<file path="src/rtl/div_pkg.sv">
// div_pkg: shared FSM state encoding and two's-complement helper for the sequential divider.
package div_pkg;
    typedef enum logic [1:0] {IDLE, CALC, SIGN, DONE} state_e;
    localparam int MAX_W = 64;
    function automatic logic [MAX_W-1:0] twos_neg(input logic [MAX_W-1:0] x);
        return ~x + MAX_W'(1);
    endfunction
endpackage

</file>
<file path="src/rtl/div_step.sv">
// div_step: one restoring radix-2 iteration, shift in the next dividend bit and trial-subtract |divisor|.
module div_step
    import div_pkg::*;
#(
    parameter int WIDTH = 32
) (
    input  logic [WIDTH-1:0] rem_i,
    input  logic             bit_i,
    input  logic [WIDTH-1:0] div_i,
    output logic [WIDTH-1:0] rem_o,
    output logic             q_o
);
    logic [WIDTH:0] shifted;
    logic [WIDTH:0] trial;
    always_comb begin
        shifted = {rem_i, bit_i};
        trial   = shifted - {1'b0, div_i};
        // the partial remainder stays below |divisor|, so a set top bit always means trial >= 0
        q_o     = shifted[WIDTH] | ~trial[WIDTH];
        rem_o   = q_o ? trial[WIDTH-1:0] : shifted[WIDTH-1:0];
    end
endmodule

</file>
<file path="src/rtl/div_seq.sv">
// div_seq: multi-cycle restoring divider for DIV/DIVU, one quotient bit per cycle, WIDTH+2 cycle latency.
module div_seq
    import div_pkg::*;
#(
    parameter int WIDTH = 32
) (
    input  logic             clk,
    input  logic             reset,
    input  logic             start,
    input  logic             is_signed,
    input  logic [WIDTH-1:0] dividend,
    input  logic [WIDTH-1:0] divisor,
    output logic             busy,
    output logic             done,
    output logic [WIDTH-1:0] quotient,
    output logic [WIDTH-1:0] remainder,
    output logic             div_by_zero
);
    localparam int CW = $clog2(WIDTH) + 1;
    state_e           state_q, state_d;
    logic [WIDTH-1:0] a_q, a_d, r_q, r_d, b_q, b_d, raw_q, raw_d, quo_q, quo_d, rem_q, rem_d;
    logic [CW-1:0]    cnt_q, cnt_d;
    logic             nq_q, nq_d, nr_q, nr_d, dbz_q, dbz_d;
    logic [WIDTH-1:0] step_rem;
    logic             step_q;

    div_step #(.WIDTH(WIDTH)) u_step (
        .rem_i(r_q),
        .bit_i(a_q[WIDTH-1]),
        .div_i(b_q),
        .rem_o(step_rem),
        .q_o  (step_q)
    );

    always_comb begin
        state_d = state_q;
        a_d     = a_q;
        r_d     = r_q;
        b_d     = b_q;
        raw_d   = raw_q;
        quo_d   = quo_q;
        rem_d   = rem_q;
        cnt_d   = cnt_q;
        nq_d    = nq_q;
        nr_d    = nr_q;
        dbz_d   = dbz_q;
        case (state_q)
            IDLE, DONE: begin
                state_d = start ? CALC : IDLE;
                if (start) begin
                    a_d   = (is_signed && dividend[WIDTH-1]) ? WIDTH'(twos_neg(MAX_W'(dividend))) : dividend;
                    b_d   = (is_signed && divisor[WIDTH-1]) ? WIDTH'(twos_neg(MAX_W'(divisor))) : divisor;
                    raw_d = dividend;
                    nq_d  = is_signed & (dividend[WIDTH-1] ^ divisor[WIDTH-1]);
                    nr_d  = is_signed & dividend[WIDTH-1];
                    r_d   = '0;
                    cnt_d = '0;
                end
            end
            CALC: begin
                a_d     = {a_q[WIDTH-2:0], step_q};
                r_d     = step_rem;
                cnt_d   = cnt_q + CW'(1);
                state_d = (cnt_q == CW'(WIDTH - 1)) ? SIGN : CALC;
            end
            SIGN: begin
                dbz_d   = (b_q == '0);
                quo_d   = dbz_d ? '1 : nq_q ? WIDTH'(twos_neg(MAX_W'(a_q))) : a_q;
                rem_d   = dbz_d ? raw_q : nr_q ? WIDTH'(twos_neg(MAX_W'(r_q))) : r_q;
                state_d = DONE;
            end
            default: state_d = IDLE;
        endcase
    end

    always_ff @(posedge clk or posedge reset) begin
        if (reset) begin
            state_q <= IDLE;
            a_q     <= '0;
            r_q     <= '0;
            b_q     <= '0;
            raw_q   <= '0;
            quo_q   <= '0;
            rem_q   <= '0;
            cnt_q   <= '0;
            nq_q    <= 1'b0;
            nr_q    <= 1'b0;
            dbz_q   <= 1'b0;
        end else begin
            state_q <= state_d;
            a_q     <= a_d;
            r_q     <= r_d;
            b_q     <= b_d;
            raw_q   <= raw_d;
            quo_q   <= quo_d;
            rem_q   <= rem_d;
            cnt_q   <= cnt_d;
            nq_q    <= nq_d;
            nr_q    <= nr_d;
            dbz_q   <= dbz_d;
        end
    end

    assign busy        = (state_q == CALC) || (state_q == SIGN);
    assign done        = (state_q == DONE);
    assign quotient    = quo_q;
    assign remainder   = rem_q;
    assign div_by_zero = dbz_q;
endmodule

</file>
<file path="config.mk">
export PLATFORM = sky130hd
export DESIGN_NAME = div_seq
export DESIGN_NICKNAME = d
export VERILOG_FILES = /design/src/rtl/div_pkg.sv /design/src/rtl/div_step.sv /design/src/rtl/div_seq.sv
export SDC_FILE = /design/constraint.sdc
export NUM_CORES = 1
export LEC_CHECK = 0
export CAP_MARGIN = 20
export CORE_AREA = 3 3 149 151
export DETAILED_ROUTE_END_ITERATION = 6
export DIE_AREA = 0 0 152 154
export GPL_TIMING_DRIVEN = 0
export PLACE_DENSITY = 0.81
export REMOVE_ABC_BUFFERS = 1
export SLEW_MARGIN = 20
export SYNTH_ARGS = -nofsm -noshare
export SYNTH_HDL_FRONTEND = slang
export SYNTH_SLANG_ARGS = --single-unit
export TNS_END_PERCENT = 10
</file>
<file path="constraint.sdc">
create_clock -name clk -period 18.5 [get_ports clk]
set_input_delay 2.775 -clock clk [delete_from_list [all_inputs] [get_ports clk]]
set_output_delay 2.775 -clock clk [all_outputs]
set_load 0.01 [all_outputs]
</file>
==> summary.txt <==
pre-CTS worst setup slack: 12.77 ns
Vias: 11000
Tightest Hold Check Type: flop to flop
area leader, netlist: dfrtp_1
vias in the first global route: 10700
Post-Synthesis Cell Area: 12900 µm²
Warnings, synthesis: 0
Slew headroom: 27.8%
MaxCap Viol Count: 0
Power Density: 171 nW/µm²
Max Clock Skew: 0.0109 ns
ys async rst share: 100%
largest net degree at the start of global routing: 84
Synth top area share: 39.3%
Routed WL: 32.9 mm
Fill cells: 1577
post-cts hold buffer count: 0
max-slew violation count: 0
diode count: 0
All-Layer GR Usage: 27.4%
H-tree depth: 1
Synth area leaders: dfrtp_1 (39%), o21ai_0 (6.0%), xnor2_1 (5.1%)
final instance area: 15300 µm²
Worst Path Required: 18.84 ns
first-pass GRT wire length: 54.0 mm
initial antenna violation count: 0
minimum clock period: 5.26 ns
sequential fraction of the synthesis area: 39.3%
total gr overflow: 0
#FFs+latches synth: 203
commonest non-fill, non-tap cell in the layout: dfrtp_1
max layer used: met4
Setup crit start kind: primary input
Distinct cells, synth: 75
Peak VDD IR: 78.2 µV
Sink Count: 203
multi-input logic area: 7340 µm²
Die Wd: 152 µm
residual DRC count: 0
number of port buffers: 134
router iterations before antenna repair: 5
CP endpoint kind: flop
Setup-failing EPs final: 0
CTS Buf Count: 22
syn_area_per_cell: 8.91 µm²
Comb pwr share: 53.2%
Reg area: 5080 µm²
GP Congestion: 0.899
fin nets: 1647
most frequent cells in the layout: dfrtp_1 (203), nand2_1 (173), o21ai_0 (154)
Placed Instance Area: 14600 µm²
Starting Density: 61.7%
Psw: 1.16 mW
Final Hold Viols: 0
number of setup buffers added after CTS: 0
clock tree buffer depth: 3
fmax: 190 MHz
die height: 154 µm
RSZ-0062 raised after global routing: false
Antenna Violating Nets Remaining: 0
Clock Latency Late Sink: 0.50 ns
Clk pwr share: 17.0%
Boundary Pins: 135
setup_tns: 0 ns
dpl hpwl: 24.5 mm
met3 wire len: 1.34 mm
ys flop type: dfrtp_1
routed len/inst: 18.0 µm
Row Count: 53
Final period util: 28.4%
Internal: 1.46 mW
Setup WS post-layout: 13.24 ns
Gate Count Post-Synth: 1451
switch share: 44.3%
clock slew at reported path FFs: 0.06 ns
M1 wire length: 14.1 mm
Leak Pwr: 6.47 nW
TritonCTS clock tree: done
slew of the pin with the lowest slew margin: 1.08 ns
clock root buffer: clkbuf_16
WP data arrival: 5.60 ns
Seq pwr share: 29.8%
Synth-to-Final Area Change: 18.4%
Post-CTS Resized: 0
Vias/cell: 6.04
DR WL met2: 16.6 mm
initial DRC count: 605
worst setup path category: primary input to flop
Max FO, Critical Path: 7
outcome: completed
share of layout cells above drive strength 1: 8.51%
Post-synth EDFFs: 0
area of the core: 21000 µm²
die area: 23400 µm²
==> power by group through the flow <==
stage | Clock [mW] | Combinational [mW] | Sequential [mW]
floorplan | 0 | 1.06 | 0.720
global placement | 0 | 1.32 | 0.767
detailed placement | 0 | 1.37 | 0.779
CTS | 0.450 | 1.38 | 0.774
global route | 0.469 | 1.55 | 0.801
finish | 0.445 | 1.39 | 0.779
==> kinds of logic after synthesis <==
kind of cell / after synthesis / synth area share (%)
muxes: 83 / 6.96
buffers and inverters: 146 / 4.33
and+or+nand+nor: 403 / 14.7
AOI/OAI and AO/OA: 432 / 21.1
DFF: 203 / 39.3
xor gates and xnor gates: 143 / 9.69
adders and majority gates: 41 / 4.03
==> sequential cells by signal (all words and copies together), names as in the netlist <==
name	flops
a_q	32
b_q	32
cnt_q	6
div_by_zero	1
nq_q	1
nr_q	1
quotient	32
r_q	32
raw_q	32
remainder	32
state_q	2
==> stage by stage <==
stage / power, mW / util (%) / cells / hold WS (ns)
floorplan: 1.78 / - / 1371 / 0.450
finish: 2.61 / 73.0 / 1826 / 0.498
global placement: 2.08 / 68.3 / 1780 / 0.469
global route: 2.82 / 73.0 / 1826 / 0.513
detailed placement: 2.15 / 69.6 / 1789 / 0.477
CTS: 2.60 / 73.0 / 1826 / 0.500
==> per-layer routing <==
| metal | up-vias | global-route usage, % |
|---|---|---|
| li1 | 5350 | - |
| met1 | 5328 | 35.2 |
| met2 | 296 | 49.1 |
| met3 | 60 | 2.50 |
| met4 | 0 | 8.99 |
| met5 | - | 0 |
==> synthesized netlist by cell type, drive strengths merged, types with 8 or more instances <==
library cell and number:
xnor2 76, xor2 67, buf 10, o41ai 14, o31ai 26, nand2 175
nor2 88, nor4 16, o21ai 171, a211oi 8, or4 14, a31oi 14
ha 40, a21o 14, mux2 55, nand4 11, a32oi 9, nand3 17
dfrtp 203, o22ai 10, nand2b 10, inv 65, or3 17, o22a 23
a21oi 100, mux2i 28, clkbuf 70, nor3 22
==> final timing paths <==
| kind | start | to | slack [ns] | depth (start not counted) |
|---|---|---|---|---|
| worst max register to register | a_q[31] | r_q[28] | 14.20 | 11 |
| min in group asynchronous | reset | quotient[7] | 2.70 | 2 |
| worst min register to register | quotient[11] | quotient[11] | 0.50 | 1 |
| worst max-delay path | dividend[6] | a_q[24] | 13.24 | 9 |
| worst min-delay path | quotient[11] | quotient[11] | 0.50 | 1 |
| max in group asynchronous | reset | remainder[31] | 14.74 | 4 |
==> critical path: stages <==
cell,delay (ns)
clkdlybuf4s50_1,0.50
or4_1,0.67
nor4_1,0.68
nand2_1,0.20
o31ai_1,0.33
xor2_1,0.17
nand2_1,0.08
o21ai_0,0.10
a21oi_1,0.09
==> cell type report <==
class,count,area share [%]
inverters,66,1.67
repair buffers,143,10.2
multi-input cells,1102,48.0
clock inverters,6,0.540
clock buffers,31,4.22
flip-flops and latches,203,33.2
well taps,275,2.25
No activity file was read; power rests on OpenSTA's default activity.
